**src/rtl/sisa_pkg.sv**
```systemverilog
// sisa_pkg: shared definitions for the sISA sequencer.
//   - opcode_t : 2-bit major opcode held in instr[7:6]
//   - state_t  : sequencer FSM states
//   - field bit positions inside the 8-bit instruction word
package sisa_pkg;

  // Major opcode. OP_JMPH is shared by JMP ([5] = 0) and HALT ([5] = 1).
  typedef enum logic [1:0] {
    OP_ADD  = 2'b00,
    OP_LI   = 2'b01,
    OP_BEQ  = 2'b10,
    OP_JMPH = 2'b11
  } opcode_t;

  typedef enum logic [2:0] {
    S_IDLE   = 3'd0,
    S_FETCH  = 3'd1,
    S_DECODE = 3'd2,
    S_EXEC   = 3'd3,
    S_WB     = 3'd4,
    S_HALT   = 3'd5
  } state_t;

  // Instruction field positions.
  localparam int OP_MSB   = 7;
  localparam int OP_LSB   = 6;
  localparam int RD_MSB   = 5;   // rd for ADD/LI, compared register for BEQ
  localparam int RD_LSB   = 4;
  localparam int RS_MSB   = 1;
  localparam int RS_LSB   = 0;
  localparam int IMM_MSB  = 3;
  localparam int IMM_LSB  = 0;
  localparam int HALT_BIT = 5;   // distinguishes HALT from JMP within OP_JMPH

endpackage

```
**src/rtl/program_counter.sv**
```systemverilog
// program_counter: PC_W-bit program counter.
// Ports:
//   clk      in   rising-edge clock
//   reset    in   synchronous active-high reset, PC -> 0
//   inc      in   advance PC by one (wraps modulo 2^PC_W)
//   load     in   load PC from load_val (takes priority over inc)
//   load_val in   branch/jump target
//   pc       out  current program counter
module program_counter #(
  parameter int PC_W = 4
) (
  input  logic            clk,
  input  logic            reset,
  input  logic            inc,
  input  logic            load,
  input  logic [PC_W-1:0] load_val,
  output logic [PC_W-1:0] pc
);

  // PC register: reset, load, increment, otherwise hold.
  always_ff @(posedge clk) begin
    if (reset) begin
      pc <= '0;
    end else if (load) begin
      pc <= load_val;
    end else if (inc) begin
      pc <= pc + PC_W'(1);
    end else begin
      pc <= pc;
    end
  end

endmodule

```
**src/rtl/sisa_sequencer.sv**
```systemverilog
// sisa_sequencer: multi-cycle fetch/decode/execute control unit for the sCPU.
// Fetches 8-bit sISA instructions from a synchronous ROM, drives the ALU and
// register-file controls, resolves BEQ using the ALU equal flag and owns the PC.
// Ports:
//   clk, reset       rising-edge clock, synchronous active-high reset
//   run              start/continue execution (level)
//   instr_addr       ROM address (= PC)
//   instr_data       ROM data, valid one cycle after instr_addr
//   rs_sel, rd_sel   register-file read selects (rd_sel is also write target)
//   imm              4-bit immediate to the ALU
//   add              1 = ALU outputs the sum, 0 = ALU outputs zero-extended imm
//   reg_we           register-file write enable (one-cycle pulse in WB)
//   equal            ALU comparator result, used only in EXEC of a BEQ
//   retired_cnt      16-bit retired-instruction counter, present only when
//                    the macro SISA_RETIRE_CNT_EN is defined
//   halted           high while in HALT
module sisa_sequencer
  import sisa_pkg::*;
#(
  parameter int PC_W   = 4,
  parameter int RSEL_W = 2
) (
  input  logic              clk,
  input  logic              reset,
  input  logic              run,
  output logic [PC_W-1:0]   instr_addr,
  input  logic [7:0]        instr_data,
  output logic [RSEL_W-1:0] rs_sel,
  output logic [RSEL_W-1:0] rd_sel,
  output logic [3:0]        imm,
  output logic              add,
  output logic              reg_we,
  input  logic              equal,
`ifdef SISA_RETIRE_CNT_EN
  output logic [15:0]       retired_cnt,
`endif
  output logic              halted
);

  state_t          state;
  logic [7:0]      ir;
  opcode_t         ir_op;
  opcode_t         dec_op;
  logic            pc_inc;
  logic            pc_load;
  logic [PC_W-1:0] pc_target;
  logic            ir_unused;

  assign ir_op  = opcode_t'(ir[OP_MSB:OP_LSB]);
  assign dec_op = opcode_t'(instr_data[OP_MSB:OP_LSB]);
  // ir[4] is only meaningful through rd_sel, which is captured directly.
  assign ir_unused = ir[RD_LSB];

  // Target is the zero-extended immediate, truncated to the PC width.
  assign pc_target = PC_W'(ir[IMM_MSB:IMM_LSB]);

  // PC control: BEQ/JMP resolve in EXEC, ADD/LI advance in WB, HALT freezes.
  always_comb begin
    pc_inc  = 1'b0;
    pc_load = 1'b0;
    case (state)
      S_EXEC: begin
        if (ir_op == OP_BEQ) begin
          if (equal) begin
            pc_load = 1'b1;
          end else begin
            pc_inc = 1'b1;
          end
        end else if (ir_op == OP_JMPH && !ir[HALT_BIT]) begin
          pc_load = 1'b1;
        end else begin
          pc_load = 1'b0;
        end
      end
      S_WB: begin
        pc_inc = 1'b1;
      end
      default: begin
        pc_inc  = 1'b0;
        pc_load = 1'b0;
      end
    endcase
  end

  program_counter #(
    .PC_W(PC_W)
  ) u_pc (
    .clk      (clk),
    .reset    (reset),
    .inc      (pc_inc),
    .load     (pc_load),
    .load_val (pc_target),
    .pc       (instr_addr)
  );

  // Sequencer FSM with registered decode outputs.
  always_ff @(posedge clk) begin
    if (reset) begin
      state  <= S_IDLE;
      ir     <= 8'h00;
      rs_sel <= '0;
      rd_sel <= '0;
      imm    <= 4'h0;
      add    <= 1'b0;
      reg_we <= 1'b0;
      halted <= 1'b0;
    end else begin
      reg_we <= 1'b0;
      case (state)
        S_IDLE: begin
          if (run) begin
            state <= S_FETCH;
          end else begin
            state <= S_IDLE;
          end
        end
        S_FETCH: begin
          state <= S_DECODE;
        end
        S_DECODE: begin
          // ROM data for the address presented in FETCH is valid now.
          ir     <= instr_data;
          rd_sel <= RSEL_W'(instr_data[RD_MSB:RD_LSB]);
          // BEQ compares the register named in [5:4] against R0.
          rs_sel <= (dec_op == OP_BEQ) ? RSEL_W'(instr_data[RD_MSB:RD_LSB])
                                       : RSEL_W'(instr_data[RS_MSB:RS_LSB]);
          imm    <= instr_data[IMM_MSB:IMM_LSB];
          add    <= (dec_op == OP_ADD);
          state  <= S_EXEC;
        end
        S_EXEC: begin
          case (ir_op)
            OP_ADD, OP_LI: begin
              reg_we <= 1'b1;
              state  <= S_WB;
            end
            OP_BEQ: begin
              state <= run ? S_FETCH : S_IDLE;
            end
            OP_JMPH: begin
              if (ir[HALT_BIT]) begin
                halted <= 1'b1;
                state  <= S_HALT;
              end else begin
                state <= run ? S_FETCH : S_IDLE;
              end
            end
            default: begin
              state <= S_IDLE;
            end
          endcase
        end
        S_WB: begin
          state <= run ? S_FETCH : S_IDLE;
        end
        S_HALT: begin
          halted <= 1'b1;
          state  <= S_HALT;
        end
        default: begin
          state <= S_IDLE;
        end
      endcase
    end
  end

`ifdef SISA_RETIRE_CNT_EN
  logic retire;

  // Every completed non-HALT instruction moves the PC exactly once.
  assign retire = pc_inc | pc_load;

  // Retired-instruction counter, wraps at 16 bits.
  always_ff @(posedge clk) begin
    if (reset) begin
      retired_cnt <= 16'h0000;
    end else if (retire) begin
      retired_cnt <= retired_cnt + 16'h0001;
    end else begin
      retired_cnt <= retired_cnt;
    end
  end
`endif

endmodule

```
**config.mk**
```make
export PLATFORM = sky130hd
export DESIGN_NAME = sisa_sequencer
export DESIGN_NICKNAME = d
export VERILOG_FILES = /design/src/rtl/sisa_pkg.sv /design/src/rtl/program_counter.sv /design/src/rtl/sisa_sequencer.sv
export SDC_FILE = /design/constraint.sdc
export NUM_CORES = 1
export LEC_CHECK = 0
export BUFFER_PORTS_ARGS = -buffer_cell sky130_fd_sc_hd__clkbuf_2
export CAP_MARGIN = 5
export CORE_AREA = 2 2 58 60
export CTS_BUF_LIST = sky130_fd_sc_hd__clkbuf_2
export CTS_CLUSTER_DIAMETER = 100
export DETAILED_ROUTE_END_ITERATION = 8
export DIE_AREA = 0 0 60 62
export PLACE_DENSITY = 0.59
export SYNTH_ARGS = -nofsm -noshare
export SYNTH_HDL_FRONTEND = slang
export SYNTH_SLANG_ARGS = --single-unit
```
**constraint.sdc**
```tcl
create_clock -name clk -period 1.8 [get_ports clk]
set_input_delay 0.18 -clock clk [delete_from_list [all_inputs] [get_ports clk]]
set_output_delay 0.18 -clock clk [all_outputs]
set_load 0.03 [all_outputs]
```
==> run metrics, run 1 <==
First DRT Iteration DRCs=22; # resized after CTS=0; CTS tree=yes; final period utilization=91.56%; syn nets=128; number of post-CTS setup repair buffers=0; Slowest-stage cell, CP=dfxtp_1; Critical Path Start Type=register; total negative setup slack=0 ns; DP Wirelength=1548 µm; Die Y=62 µm; root buf cell=clkbuf_2; Finished Layout Cells=180; first-pass GRT wire length=3318 µm; Post-synth top flop=dfxtp_1; arrival time worst endpoint=1.83 ns; Worst-path clk slew=0.17 ns; Initial Utilization=32.23%; final hold slack=0.08665 ns; die span in x=60 µm; P&R area growth vs syn=13.06%; fraction of layout cells with a size suffix above 1=32.84%; RSZ-0062 raised after global routing=false; Tmin final=1.648 ns; post-synthesis sequential area ratio=39.07%; Tightest Pin Transition=0.4619 ns; Worst VDD drop=0.3004 mV; largest net degree at the start of global routing=21; Clock Path Buffers=2; wire length on met1=1004 µm; clk_skew=0.007595 ns; Fin. Hold Viols=0; Setup CP Type=register to register; clk sinks=20; Critical Path RT=1.98 ns; Wirelength per Cell=11.46 µm; Yosys warnings=0; outcome=finished, final reports clean; Post-Route Utilization=36.44%; routed via count=851; Leak Pwr=0.4884 nW; vias per cell=4.728; WP buf/inv=0; Total Power=933.5 µW; Synth top area share=39.07%; vias in the first global route=778; Cell variety after synth=40; EDFF count, synth=0; reg2reg path depth=4; gr usage total=11.85%; crit-path max cell delay=0.63 ns; crit path max fanout=10; dominant cells by area after synthesis=dfxtp_1 (39%), nand2_1 (7.0%), a21oi_1 (5.9%); fmax=606.8 MHz; htree depth=1; cts hold-fix bufs=0; final wirelength=2063 µm; Hold Crit Class=input port to register; crit end category=register; max-cap violations=0; initial antenna violation count=0; final setup fails=0; floorplan core area=3179 µm²; largest area contributor in the netlist=dfxtp_1; Hold Path Depth=3; Cells after Synth=115; R2R Setup Slk=0.15 ns; Clock Latency Late Sink=0.29 ns; row cnt=21; top layer reached by signal wires=met4; #FFs+latches synth=20; num ports=27; ys async rst share=0%; routability cong.=0.7956; mean area per synthesized cell=8.911 µm²; post-synthesis instance area=1025 µm²; drt drc=0; CP top delay family=flip-flops; instance count on the critical path=4; Die ar.=3720 µm²; nets@finish=149; n_diodes=0; drt pass-1 iters=4; Pins Over Slew Limit=0; met3 routed WL=87 µm; post-route ant nets=0; Met2 Wirelength=943 µm; Post-Place Cells=177; CTS buffer count=3; pwr dens=805.7 nW/µm²; # port buffers=26; global route overflow=0; Slew headroom=69.21%; Critical Path, Cell by Cell=nand4b_4 > o31ai_2 > nor2b_1 > a2111oi_2
path summary, 6_finish.rpt:
kind                  from         end
max               state[1]  u_pc.pc[3]
min          instr_data[2]      imm[2]
max reg2reg       state[1]  u_pc.pc[3]
min reg2reg            add         add
state kept, by name, indices dropped and copies added (netlist names):
name	cells
reg_we	1
ir	4
add	1
rs_sel	2
state	3
halted	1
rd_sel	1
u_pc.pc	4
imm	3
cell usage in the layout, fill, tap and decap left out, types with 2 or more instances in the layout:
cell type  count
inv_1          2
a21oi_1       12
nand3b_1       2
o21ai_0        2
nand2_1       19
nor2_2         2
nor2_1         9
clkbuf_2      29
a221oi_1       2
dfxtp_1       20
buf_4          2
a2111oi_2      3
nand2b_1       4
nand3_1        2
logic make-up (layout without fill, tap and decap cells):
logic type	after synthesis	in the layout	synth area share, %
AOI/OAI and AO/OA	27	27	20.27
DFF	20	20	39.07
and+or+nand+nor	51	51	28.69
adders and majority gates	1	1	1.221
xor gates and xnor gates	1	1	0.8549
buffers and inverters	14	33	8.913
muxes	1	1	0.9768
through the flow:
| stage | worst slack, ns | cell area, µm² |
|---|---|---|
| 2_1_floorplan | 0.4362 | 1025 |
| 6_report | 0.1519 | 1159 |
| 4_1_cts | 0.1586 | 1159 |
| 5_1_grt | 0.01644 | 1159 |
| 3_5_place_dp | 0.1788 | 1144 |
| 3_3_place_gp | 0.2591 | 1144 |
worst min-delay path, cell delays in order:
cell and delay [ns]:
clkbuf_2 0.08, nand2_1 0.05, a21oi_1 0.05
cell type report:
type,count,area (µm²)
Fill cell,359,2021
Multi-Input combinational cell,81,533.0
Sequential cell,20,400.4
Timing Repair Buffer,28,145.1
Tap cell,46,57.56
Clock buffer,3,15.01
Inverter,2,7.507
per-layer routing:
layer | GRT usage, % | vias to the layer above
met5 | 0 | -
met1 | 14.90 | 400
met2 | 19.41 | 19
met3 | 1.863 | 2
li1 | - | 430
met4 | 6.667 | 0
cells in the mapped netlist (2+ instances only):
cell and number:
a221oi_1 2, nand2_1 19, inv_1 2, dfxtp_1 20
buf_4 6, nand3b_1 2, clkbuf_1 3, o21ai_0 2
a21oi_1 12, buf_6 2, nand2b_1 4, a2111oi_2 3
nand3_1 2, nor2_1 9, nor2_2 2
report_power, final:
part	internal [mW]	leakage (nW)	switching [mW]
Clock	0.0455	0.0125	0.122
Combinational	0.0901	0.314	0.140
Sequential	0.480	0.162	0.0554
No activity file was read; power rests on OpenSTA's default activity.
==> inputs of run 2 (changes only) <==
CELL_PAD_IN_SITES_DETAIL_PLACEMENT = 0   (was not set)
CELL_PAD_IN_SITES_GLOBAL_PLACEMENT = 2   (was not set)
CORE_AREA = 2 2 61 63   (was 2 2 58 60)
DIE_AREA = 0 0 63 65   (was 0 0 60 62)
GPL_ROUTABILITY_DRIVEN = 1   (was not set)
PLACE_DENSITY = 0.81   (was 0.59)
==> run metrics, run 2 (synthesis results as in run 1) <==
initial antenna violation count=0; die span in x=63 µm; gr usage total=10.34%; commonest non-fill, non-tap cell in the layout=clkbuf_2; CTS tree=yes; clk_skew=0.02051 ns; # fillers=406; Tmin final=1.619 ns; floorplan core area=3496 µm²; root buf cell=clkbuf_2; Fin. Hold Viols=0; global route overflow=0; Total Power=960.9 µW; Clock Latency Late Sink=0.32 ns; first-pass GRT wire length=3470 µm; drt pass-1 iters=4; # resized after CTS=0; P_sw=337.5 µW; largest net degree at the start of global routing=21; Clock Path Buffers=2; num ports=27; Comb pwr share=25.3%; row cnt=22; nets@finish=150; Leak Pwr=0.4952 nW; P&R area growth vs syn=14.41%; number of post-CTS setup repair buffers=0; cts hold-fix bufs=0; Switching Fraction=35.12%; Worst VDD drop=0.3308 mV; DP Wirelength=1598 µm; Setup CP Type=register to register; final hold slack=0.05468 ns; routed via count=843; Hold Crit Class=input port to register; Worst-path clk slew=0.21 ns; vias in the first global route=769; First DRT Iteration DRCs=23; routability cong.=0.7405; max-cap violations=0; fraction of layout cells with a size suffix above 1=33.09%; pwr dens=819.6 nW/µm²; crit end category=register; # port buffers=26; htree depth=1; n_diodes=0; post-route ant nets=0; Pins Over Slew Limit=0; final setup fails=0; Die ar.=4095 µm²; clk sinks=20; Slew headroom=69.78%; Initial Utilization=29.31%; Die Y=65 µm; most frequent cells in the layout=clkbuf_2 (29), dfxtp_1 (20), nand2_1 (19); final wirelength=2087 µm; arrival time worst endpoint=1.84 ns; share of total power in sequential cells=55.1%; Tightest Pin Transition=0.4527 ns; final period utilization=89.92%; Critical Path RT=2.02 ns; fmax=617.8 MHz; drt drc=0; P_int=623.4 µW; CTS buffer count=3; Wirelength per Cell=11.34 µm; biggest regs=ir (4), u_pc.pc (4); R2R Setup Slk=0.18 ns; crit path max fanout=10; vias per cell=4.582; Clk pwr share=19.6%; Critical Path Start Type=register; outcome=finished, final reports clean; RSZ-0062 raised after global routing=false; total negative setup slack=0 ns
## run 2: metal layers
metal	up-vias	GRT usage [%]	wire, µm
met4	0	4.167	11
met1	388	13.98	1040
met5	-	0	0
met3	2	2.257	117
li1	435	-	-
met2	18	15.96	918
## run 2: cell type report
| class | instances | area (µm²) | share of cell area (%) |
|---|---|---|---|
| Clock inverter | 1 | 3.754 | 0.3202 |
| Clock buffer | 3 | 15.01 | 1.281 |
| Tap cell | 48 | 60.06 | 5.123 |
| Inverter | 2 | 7.507 | 0.6403 |
| Sequential cell | 20 | 400.4 | 34.15 |
| Timing Repair Buffer | 29 | 152.6 | 13.02 |
| Multi-Input combinational cell | 81 | 533.0 | 45.46 |
## run 2: critical path, cell delays in order (launching register included)
cell,delay [ns]
dfxtp_1,0.64
nand4b_4,0.19
o31ai_2,0.42
nor2b_1,0.22
a2111oi_2,0.08
## run 2: power groups by stage
stage / logic (mW) / clock network [mW] / registers [mW]
floorplan: 0.199 / 0 / 0.537
global placement: 0.244 / 0 / 0.537
detailed placement: 0.246 / 0 / 0.539
CTS: 0.247 / 0.199 / 0.530
global route: 0.269 / 0.210 / 0.537
finish: 0.243 / 0.189 / 0.529
## run 2: worst paths after layout
path | start | to | cells past startpoint
max reg2reg | state[1] | u_pc.pc[3] | 4
max | state[1] | u_pc.pc[3] | 4
min | instr_data[2] | imm[2] | 3
min reg2reg | rd_sel[0] | rd_sel[0] | 2
## run 2: stage by stage
stage	instance area [µm²]	setup slack, ns	cells	util [%]
2_1_floorplan	1025	0.4362	115	-
3_3_place_gp	1154	0.2482	180	33.00
3_5_place_dp	1154	0.1857	180	33.00
4_1_cts	1172	0.1855	184	33.54
5_1_grt	1172	0.06405	184	33.54
6_report	1172	0.1815	184	33.54
